--- config.mk ---
export PLATFORM = sky130hd
export DESIGN_NAME = bubble_sort_engine
export DESIGN_NICKNAME = d
export VERILOG_FILES = /design/src/rtl/sort_pkg.sv /design/src/rtl/cmp_swap.sv /design/src/rtl/bubble_sort_engine.sv
export SDC_FILE = /design/constraint.sdc
export NUM_CORES = 1
export LEC_CHECK = 0
export ABC_AREA = 1
export CAP_MARGIN = 20
export CORE_UTILIZATION = 55
export DETAILED_ROUTE_END_ITERATION = 6
export PLACE_DENSITY = 0.73
export SLEW_MARGIN = 20
export SYNTH_ARGS = -nofsm -noshare
export SYNTH_HDL_FRONTEND = slang
export SYNTH_SLANG_ARGS = --single-unit
export TNS_END_PERCENT = 5
--- constraint.sdc ---
create_clock -name clk -period 2.6 [get_ports clk]
set_input_delay 0.52 -clock clk [delete_from_list [all_inputs] [get_ports clk]]
set_output_delay 0.52 -clock clk [all_outputs]
set_load 0.03 [all_outputs]
--- src/rtl/sort_pkg.sv ---
// Shared types and width helpers for the odd-even transposition sorting engine.
package sort_pkg;

  localparam int unsigned SORT_W_DEF = 32'd8;
  localparam int unsigned SORT_N_DEF = 32'd8;

  typedef enum logic [1:0] {
    LOAD  = 2'd0,
    SORT  = 2'd1,
    DRAIN = 2'd2
  } state_e;

  // Word index width: $clog2(n), never narrower than one bit.
  function automatic int unsigned idx_width(input int unsigned n);
    if (n <= 32'd2) begin
      return 32'd1;
    end else begin
      return $clog2(n);
    end
  endfunction

  // Phase counter only needs to reach n-1, so it shares the index width.
  function automatic int unsigned phase_width(input int unsigned n);
    return idx_width(n);
  endfunction

endpackage

--- src/rtl/cmp_swap.sv ---
// Combinational compare-and-swap of one adjacent pair; ties never swap, which keeps the sort stable.
module cmp_swap #(
  parameter int W = 8
) (
  input  logic signed [W-1:0] a,
  input  logic signed [W-1:0] b,
  input  logic                descend,
  output logic signed [W-1:0] lo,
  output logic signed [W-1:0] hi,
  output logic                swapped
);

  // Order the pair for the requested direction.
  always_comb begin
    swapped = descend ? (a < b) : (a > b);
    if (swapped) begin
      lo = b;
      hi = a;
    end else begin
      lo = a;
      hi = b;
    end
  end

endmodule

--- src/rtl/bubble_sort_engine.sv ---
// Serial frame sorter: LOAD N words, N odd-even transposition phases, DRAIN with last flag.
// Optional SORT_EARLY_EXIT_EN leaves SORT after two consecutive swap-free phases.
module bubble_sort_engine
  import sort_pkg::*;
#(
  parameter int W = SORT_W_DEF,
  parameter int N = SORT_N_DEF
) (
  input  logic                clk,
  input  logic                rst_n,
  input  logic                in_valid,
  output logic                in_ready,
  input  logic signed [W-1:0] in_data,
  input  logic                descend,
  output logic                out_valid,
  input  logic                out_ready,
  output logic signed [W-1:0] out_data,
  output logic                out_last,
  output logic                busy
);

  localparam int IW = idx_width(N);
  localparam int PW = phase_width(N);
  localparam logic [IW-1:0] IDX_LAST = IW'(N - 1);
  localparam logic [IW-1:0] IDX_ONE  = IW'(1);
  localparam logic [PW-1:0] PH_LAST  = PW'(N - 1);
  localparam logic [PW-1:0] PH_ONE   = PW'(1);

  state_e              state_q, state_d;
  logic [IW-1:0]       idx_q, idx_d;
  logic [PW-1:0]       phase_q, phase_d;
  logic                mode_q, mode_d;
  logic signed [W-1:0] mem_q [N];
  logic signed [W-1:0] mem_d [N];

  logic signed [W-1:0] lo_s [N-1];
  logic signed [W-1:0] hi_s [N-1];
  logic [N-2:0]        sw_s;
  logic                any_swap_s;
  logic                sort_done_s;
  logic                drain_s;

  for (genvar p = 0; p < N - 1; p++) begin : g_pair
    cmp_swap #(.W(W)) u_cmp_swap (
      .a       (mem_q[p]),
      .b       (mem_q[p+1]),
      .descend (mode_q),
      .lo      (lo_s[p]),
      .hi      (hi_s[p]),
      .swapped (sw_s[p])
    );
  end

  // Buffer next state: load writes one slot, a sort phase rewrites the pairs of its parity.
  always_comb begin
    mem_d      = mem_q;
    any_swap_s = 1'b0;
    case (state_q)
      LOAD: begin
        if (in_valid) begin
          mem_d[idx_q] = in_data;
        end else begin
          mem_d[idx_q] = mem_q[idx_q];
        end
      end
      SORT: begin
        for (int p = 0; p < N - 1; p++) begin
          if (p[0] == phase_q[0]) begin
            mem_d[p]   = lo_s[p];
            mem_d[p+1] = hi_s[p];
            any_swap_s = any_swap_s | sw_s[p];
          end else begin
            any_swap_s = any_swap_s;
          end
        end
      end
      default: begin
        mem_d = mem_q;
      end
    endcase
  end

`ifdef SORT_EARLY_EXIT_EN
  logic noswap_q, noswap_d;

  // Two clean phases in a row (one of each parity) mean every adjacent pair is ordered.
  assign sort_done_s = (phase_q == PH_LAST) || (noswap_q && !any_swap_s);

  // Remember whether the previous phase was swap-free; cleared outside SORT.
  always_comb begin
    if (state_q == SORT) begin
      noswap_d = !any_swap_s;
    end else begin
      noswap_d = 1'b0;
    end
  end

  // No-swap history register.
  always_ff @(posedge clk or negedge rst_n) begin
    if (!rst_n) begin
      noswap_q <= 1'b0;
    end else begin
      noswap_q <= noswap_d;
    end
  end
`else
  logic unused_swap_s;
  assign unused_swap_s = any_swap_s;
  assign sort_done_s   = (phase_q == PH_LAST);
`endif

  // FSM next state plus index, phase and frame-mode updates.
  always_comb begin
    state_d = state_q;
    idx_d   = idx_q;
    phase_d = phase_q;
    mode_d  = mode_q;
    case (state_q)
      LOAD: begin
        if (in_valid) begin
          if (idx_q == '0) begin
            mode_d = descend;
          end else begin
            mode_d = mode_q;
          end
          if (idx_q == IDX_LAST) begin
            idx_d   = '0;
            phase_d = '0;
            state_d = SORT;
          end else begin
            idx_d = idx_q + IDX_ONE;
          end
        end else begin
          idx_d = idx_q;
        end
      end
      SORT: begin
        if (sort_done_s) begin
          phase_d = '0;
          state_d = DRAIN;
        end else begin
          phase_d = phase_q + PH_ONE;
        end
      end
      DRAIN: begin
        if (out_ready) begin
          if (idx_q == IDX_LAST) begin
            idx_d   = '0;
            state_d = LOAD;
          end else begin
            idx_d = idx_q + IDX_ONE;
          end
        end else begin
          idx_d = idx_q;
        end
      end
      default: begin
        state_d = LOAD;
      end
    endcase
  end

  // State, counters, mode and buffer registers.
  always_ff @(posedge clk or negedge rst_n) begin
    if (!rst_n) begin
      state_q <= LOAD;
      idx_q   <= '0;
      phase_q <= '0;
      mode_q  <= 1'b0;
      for (int i = 0; i < N; i++) begin
        mem_q[i] <= '0;
      end
    end else begin
      state_q <= state_d;
      idx_q   <= idx_d;
      phase_q <= phase_d;
      mode_q  <= mode_d;
      mem_q   <= mem_d;
    end
  end

  assign drain_s   = (state_q == DRAIN);
  assign in_ready  = (state_q == LOAD);
  assign busy      = (state_q != LOAD);
  assign out_valid = drain_s;
  assign out_data  = drain_s ? mem_q[idx_q] : '0;
  assign out_last  = drain_s && (idx_q == IDX_LAST);

endmodule

=== Yosys cells after proc, flatten, opt, wreduce, memory -nomap -nowiden ===
Cells that the tools add are included.

* $add $sub $neg: 2
* $lt $le $gt $ge: 16
* Eq/ne operators: 19
* Mux-type cells: 52
* Bitwise gates (word level): 1
* Reductions and logical operators: 19

{| class="wikitable"
|+ Operators by type and width
! cell !! count
|-
| 8-bit 2-to-1 mux || 18
|-
| 64-bit bitwise mux || 2
|-
| 64-bit case mux with 2 select lines || 1
|-
| 16-bit 2-to-1 mux || 7
|-
| 64-bit 2-to-1 mux || 1
|-
| 8-bit greater-than comparator || 7
|-
| 8-bit < comparator || 7
|-
| 3-bit AND reduction || 11
|-
| 8-bit binary-select mux with 3-bit select || 1
|-
| 8-bit demux with 3-bit select || 1
|-
| 3-bit by 2-bit inequality test with 1-bit output (second input constant) || 7
|-
| 3-bit 2-to-1 mux || 6
|-
| 3-bit case mux with 2 select lines || 2
|-
| 2-bit 2-to-1 mux || 5
|-
| 2-bit by 1-bit inequality test with 1-bit output (second input constant) || 4
|-
| 2-bit inequality test (second input constant) || 4
|-
| 1-bit 2-to-1 mux || 7
|-
| 3-bit by 1-bit adder with 3-bit output (second input constant) || 2
|-
| 3-bit == test (second input constant) || 2
|-
| 2-bit case mux with 3 select lines || 1
|-
| 2-bit nonzero test || 3
|-
| 5-bit AND reduction || 1
|-
| 4-bit greater-or-equal comparator (second input constant) || 1
|-
| 4-bit by 1-bit < comparator with 1-bit output (second input constant) || 1
|-
| 6 further kinds || 7
|}

* Register bits after elaboration: 73
* Input port bits: 13

=== Longest topological paths before layout ===
* Depth after elaboration: 11
* Depth in mapped cells: 18
* Depth with buffers taken out: 17

=== Hierarchy ===
From an unflattened synthesis, not the netlist that was laid out.

* Cells, all modules: 1516
* Area, all modules: 9306.4 µm²

{| class="wikitable"
|+ By module, submodules not included
! module !! instances !! cells each !! area an instance (µm²)
|-
| bubble_sort_engine || 1 || 837 || 5452.7
|-
| cmp_swap || 7 || 97 || 550.5
|}

=== Worst setup path before layout ===
No wires, ideal clock.

* Path kind: register to register
* Start: register state_q[0]
* End: register mem_q[61] in the netlist's numbering
* Arrival: 1.918 ns
* Data required time: 2.476 ns
* Path slack: 0.558 ns
* Cell stages (with the launch flop): 8
* Buffers on the path: 1
* Clock period less this slack: 2.042 ns
* Path through: dfrtp_1 > nor2_1 > inv_1 > o21ai_0 > nand2_2 > buf_4 > nand2_1 > o21ai_1

* Cells in the longest elaborated chain, start to end: 3
* Elaborated cells between the ends (all ways): 7

{| class="wikitable"
|+ Ends and longest elaborated chain
! element !! RTL line !! text
|-
| from (decl) || bubble_sort_engine.sv:29 || <nowiki>state_e state_q, state_d;</nowiki>
|-
| from (signal assigned) || bubble_sort_engine.sv:174 || <nowiki>state_q <= state_d;</nowiki>
|-
| 2-bit zero test * || - ||
|-
| via in_ready || bubble_sort_engine.sv:12 || <nowiki>output logic in_ready,</nowiki>
|-
| 2-bit nonzero test (no source line) || - ||
|-
| 3-bit AND reduction (no source line) || - ||
|-
| to (signal assigned) || bubble_sort_engine.sv:178 || <nowiki>mem_q <= mem_d;</nowiki>
|-
| to (decl) || bubble_sort_engine.sv:33 || <nowiki>logic signed [W-1:0] mem_q [N];</nowiki>
|}

Mark *: on every way through the listed nets, which the timed path passes. The rest lies on a longest branch.
A chain may end at the register's enable or synchronous reset.

=== Worst setup path after layout ===
* Start: register idx_q[0]
* End: output port out_data[6]

* Cells in the longest elaborated chain, start to end: 5

{| class="wikitable"
|+ Ends and longest elaborated chain
! element !! RTL line !! text
|-
| from (decl) || bubble_sort_engine.sv:30 || <nowiki>logic [IW-1:0] idx_q, idx_d;</nowiki>
|-
| from (signal assigned) || bubble_sort_engine.sv:175 || <nowiki>idx_q <= idx_d;</nowiki>
|-
| 3-bit inverter with 4-bit output (implied by the code) || bubble_sort_engine.sv:186 || <nowiki>assign out_data = drain_s ? mem_q[idx_q] : '0;</nowiki>
|-
| 8-bit binary-select mux with 3-bit select || bubble_sort_engine.sv:186 ||
|-
| 8-bit 2-to-1 mux (implied by the code) (2 in a row) || bubble_sort_engine.sv:186 ||
|-
| 8-bit 2-to-1 mux || bubble_sort_engine.sv:186 ||
|-
| to (decl) || bubble_sort_engine.sv:17 || <nowiki>output logic signed [W-1:0] out_data,</nowiki>
|}

Every way passes these cells. The select of a mux whose other input is x is not followed.

==> flow_summary.html <==
<table>
<tr><th>Metric</th><th>Value</th></tr>
<tr><th colspan="2">Routing</th></tr>
<tr><td>DRC viols</td><td>0</td></tr>
<tr><td>Final antenna-violating net count</td><td>0</td></tr>
<tr><td>DRT Wirelength</td><td>roughly 24 mm</td></tr>
<tr><td>Via total after detailed routing</td><td>roughly 7,600</td></tr>
<tr><td>First-pass iteration count of the detailed router</td><td>6</td></tr>
<tr><td>Post-DR wirelength/cell</td><td>between 15 and 20 µm</td></tr>
<tr><td>Violation count after the first detailed-route iteration</td><td>about 920</td></tr>
<tr><td>Average vias per placed instance</td><td>about 6.1</td></tr>
<tr><th colspan="2">Power and ir drop</th></tr>
<tr><td>Switching power</td><td>roughly 6000 µW</td></tr>
<tr><td>Fraction of power consumed by combinational cells</td><td>around two thirds</td></tr>
<tr><td>Switching Fraction</td><td>55.6%</td></tr>
<tr><td>Static leakage</td><td>~0.0039 µW</td></tr>
<tr><td>Register share of total power</td><td>between 20 and 25%</td></tr>
<tr><td>VDD IR-drop max</td><td>1.07 mV</td></tr>
<tr><td>Power per standard cell area</td><td>1350 mW/mm²</td></tr>
<tr><td>Cell internal power dissipation</td><td>4760 µW</td></tr>
<tr><td>Clock network fraction of design power</td><td>11.5%</td></tr>
<tr><th colspan="2">Status</th></tr>
<tr><td>Outcome</td><td>completed</td></tr>
<tr><th colspan="2">Yosys</th></tr>
<tr><td>Distinct cells, synth</td><td>31</td></tr>
<tr><td>Mean Syn Cell Area</td><td>between 6 and 7 µm²</td></tr>
<tr><td>Post-synthesis register bit count</td><td>73</td></tr>
<tr><td>Cell area after technology mapping</td><td>a little over 0.007 mm²</td></tr>
<tr><td>Synth Warn #</td><td>0</td></tr>
<tr><td>Mapped Cells</td><td>between 1,000 and 1,500</td></tr>
<tr><td>Synth Net Count</td><td>between 1,000 and 1,500</td></tr>
<tr><td>Sequential area share after synthesis</td><td>roughly a quarter</td></tr>
<tr><th colspan="2">STA</th></tr>
<tr><td>Final worst path period need</td><td>2.53 ns</td></tr>
<tr><td>Worst-Margin Slew</td><td>roughly 0.98 ns</td></tr>
<tr><td>Setup repair after global routing missed its margin</td><td>no</td></tr>
<tr><td>Final Setup Violations</td><td>0</td></tr>
<tr><td>Period utilization</td><td>between 90% and 100%</td></tr>
<tr><td>Number of hold-slack violations in the final timing report</td><td>0</td></tr>
<tr><td>Setup TNS</td><td>0 ns</td></tr>
<tr><td>Worst Skew</td><td>0.00702 ns</td></tr>
<tr><td>Fmax achieved</td><td>395 MHz</td></tr>
<tr><td>Max transition margin</td><td>34.4%</td></tr>
<tr><td>Number of max-slew violations in the final report</td><td>0</td></tr>
<tr><th colspan="2">Global routing</th></tr>
<tr><td>Overflow after GRT</td><td>0</td></tr>
<tr><td>Global Route Usage Sum</td><td>between 30% and 40%</td></tr>
<tr><td>First-pass GRT wire length</td><td>approximately 37 mm</td></tr>
<tr><td>Antenna violations before repair</td><td>0</td></tr>
<tr><td>Number of global-route vias before repair</td><td>~7,000</td></tr>
<tr><td>Pin count of the biggest net entering global routing</td><td>74</td></tr>
<tr><th colspan="2">Placed design</th></tr>
<tr><td>Post-DP HPWL</td><td>between 15 and 20 mm</td></tr>
<tr><td>Number of port buffers</td><td>24</td></tr>
<tr><td>Final Wtd Congestion</td><td>around 0.95</td></tr>
<tr><td>Area of placed instances</td><td>roughly 0.0076 mm²</td></tr>
<tr><th colspan="2">Floorplan</th></tr>
<tr><td>Placement row count</td><td>just over 40</td></tr>
<tr><td>Ports placed on the boundary</td><td>25</td></tr>
<tr><td>Die outline height</td><td>about 120 µm</td></tr>
<tr><td>Die span in x</td><td>between 100 and 150 µm</td></tr>
<tr><td>Initial Utilization</td><td>between 50 and 60%</td></tr>
<tr><td>Core outline area</td><td>~0.013 mm²</td></tr>
<tr><td>Die outline area</td><td>0.0135 mm²</td></tr>
<tr><th colspan="2">Setup path</th></tr>
<tr><td>Critical Path Sink Type</td><td>primary output</td></tr>
<tr><td>Crit path cell chain</td><td>buf_4 -&gt; inv_4 -&gt; nand2_1 -&gt; inv_2 -&gt; nand2_1 -&gt; nand4_1 -&gt; o21a_1 -&gt; buf_4</td></tr>
<tr><td>Crit path DAT</td><td>approximately 2 ns</td></tr>
<tr><td>Delay contributed by the slowest stage of the critical path</td><td>around 0.36 ns</td></tr>
<tr><td>Slack of the worst reg-to-reg path</td><td>around 0.32 ns</td></tr>
<tr><td>Launch point of the worst path</td><td>idx_q[0]$_DFFE_PN0P_</td></tr>
<tr><td>Worst flop-to-flop path endpoint</td><td>mem_q[1]$_DFFE_PN0P_</td></tr>
<tr><td>Data required, critical path</td><td>approximately 2.1 ns</td></tr>
<tr><td>Startpoint type of the worst setup path</td><td>flip-flop</td></tr>
<tr><td>Worst R2R Start</td><td>state_q[1]$_DFFE_PN0P_</td></tr>
<tr><td>Critical-path maximum fanout</td><td>13</td></tr>
<tr><td>Library cell contributing the largest single delay on the critical path</td><td>dfrtp_1</td></tr>
<tr><td>Startpoint-to-endpoint class of the critical path</td><td>reg2out</td></tr>
<tr><td>Critical path capture point</td><td>out_data[6]</td></tr>
<tr><td>Number of cells on the worst reg-to-reg path</td><td>8</td></tr>
<tr><th colspan="2">CTS</th></tr>
<tr><td>CTS Buf Count</td><td>9</td></tr>
<tr><td>Clock-pin slew reported for the worst setup and hold paths after clock tree synthesis</td><td>0.06 ns</td></tr>
<tr><td>Max H-tree Level</td><td>3</td></tr>
<tr><td>Clock sink count</td><td>73</td></tr>
<tr><td>Clock tree root driver cell</td><td>clkbuf_16</td></tr>
<tr><td>CTS tree</td><td>yes</td></tr>
<tr><td>Clock Latency Late Sink</td><td>0.35 ns</td></tr>
<tr><td>Clock Path Buffers</td><td>2</td></tr>
<tr><th colspan="2">Finish</th></tr>
<tr><td>Fraction of final layout cells with drive strength greater than 1</td><td>just over 10%</td></tr>
<tr><td>Post-route cell area</td><td>between 0.007 and 0.008 mm²</td></tr>
<tr><td>Nets@finish</td><td>1,159</td></tr>
<tr><td>Count of inserted antenna diode cells</td><td>0</td></tr>
<tr><td>Signed area change from the synthesized netlist to the final layout</td><td>10.3%</td></tr>
<tr><th colspan="2">Min path</th></tr>
<tr><td>Class of the tightest hold or removal check</td><td>in2async</td></tr>
<tr><th colspan="2">Job</th></tr>
<tr><td>Max-Cap Viols</td><td>0</td></tr>
</table>
==> repair_timing <==
action / CTS / global route
pin swaps: 0 / 1
resized for setup: 2 / 2
hold buffers: 0 / 0
buffers inserted: 0 / 1
endpoints found under the setup margin: 3 / 7
==> worst min-delay path by stage <==
stage | from | endpoint | slack [ns] | cells past startpoint
final | rst_n | phase_q[1]$_DFFE_PN0P_ | 0.28 | 1
after global routing | rst_n | phase_q[0]$_DFFE_PN0P_ | 0.41 | 1
after CTS | rst_n | phase_q[0]$_DFFE_PN0P_ | 0.35 | 1
after detailed placement | mem_q[3]$_DFFE_PN0P_ | mem_q[3]$_DFFE_PN0P_ | 0.49 | 2
after global placement | mem_q[3]$_DFFE_PN0P_ | mem_q[3]$_DFFE_PN0P_ | 0.47 | 2
after floorplan | rst_n | idx_q[0]$_DFFE_PN0P_ | 0.22 | 0
==> final cells by class <==
class,instances,area [µm²]
Sequential cell,73,1830
Multi-Input combinational cell,823,4580
Tap cell,172,215
Timing Repair Buffer,64,568
Clock buffer,14,284
Inverter,114,435
Fill cell,1198,4750
Clock inverter,2,10.0
==> cells by family after synthesis <==
logic type / synth area share (%)
adders and majority gates: 10.6
buffers and inverters: 10.9
DFF: 25.4
AOI/OAI and AO/OA: 16.5
and+or+nand+nor: 36.5
==> per-layer routing <==
| layer | vias up | GRT usage, % | wire length, µm |
|---|---|---|---|
| li1 | 3681 | - | - |
| met1 | 3438 | 49.6 | 9790 |
| met2 | 451 | 57.1 | 10400 |
| met3 | 72 | 6.18 | 2380 |
| met4 | 0 | 20.4 | 1060 |
| met5 | - | 0 | 0 |
==> power by group through the flow <==
stage	clock, µW	combinational, µW	sequential [µW]
3_3_place_gp	0	6810	2340
2_1_floorplan	0	5380	2030
5_1_grt	1280	8150	2400
6_report	1240	7120	2360
3_5_place_dp	0	6970	2340
4_1_cts	1250	7000	2320
==> cell usage after synthesis <==
cell / count / share of area [%]
o22ai_1: 1 / 0.087
ha_1: 61 / 11
inv_2: 5 / 0.26
buf_6: 9 / 1.4
a22o_1: 2 / 0.24
o211ai_2: 3 / 0.52
nor2_1: 39 / 2.0
inv_1: 106 / 5.5
a21o_1: 4 / 0.42
o21ai_0: 58 / 4.0
nor2_4: 1 / 0.16
nand3_1: 81 / 5.6
nor3_4: 6 / 1.4
nand3_2: 13 / 1.8
nand2_2: 14 / 1.2
a22oi_1: 42 / 4.4
buf_2: 24 / 1.7
o221ai_1: 19 / 2.3
a31oi_1: 1 / 0.087
a41oi_1: 1 / 0.12
buf_1: 4 / 0.21
o21a_1: 8 / 0.84
clkbuf_1: 17 / 0.89
dfrtp_1: 73 / 25
o2111ai_1: 1 / 0.12
a21oi_1: 20 / 1.4
nand4_1: 66 / 5.8
nand2_1: 354 / 19
o21ai_1: 28 / 2.0
buf_4: 6 / 0.63
inv_4: 3 / 0.26
==> critical path: cells and delay by family, from the launching register on <==
| family | cells | cell delay, ns |
|---|---|---|
| AOI/OAI and AO/OA | 1 | 0.18 |
| buffers and inverters | 4 | 0.72 |
| DFF | 1 | 0.36 |
| and+or+nand+nor | 3 | 0.40 |
==> through the flow <==
step / total power, µW / utilization [%] / std cells / worst slack (ns) / hold slack [ns]
floorplan: 7410 / - / 1070 / 0.558 / 0.224
global placement: 9150 / 60.0 / 1245 / 0.335 / 0.465
detailed placement: 9310 / 60.0 / 1245 / 0.288 / 0.489
CTS: 10600 / 62.3 / 1261 / 0.0361 / 0.346
global route: 11800 / 62.5 / 1262 / 0.0102 / 0.410
finish: 10700 / 62.5 / 1262 / 0.0705 / 0.277
==> state kept, by name, indices dropped and copies added, names as in the netlist <==
signal	count
mem_q	64
phase_q	3
mode_q	1
state_q	2
idx_q	3
==> placed cells by master, fill, tap and decap left out, types with 38 or more instances in the layout <==
cell       n
nor2_1    38
nand4_1   66
nand3_1   81
o21ai_0   58
a22oi_1   42
inv_1    105
dfrtp_1   72
nand2_1  354
ha_1      61
buf_4     45
(Power assumes the default switching activity.)
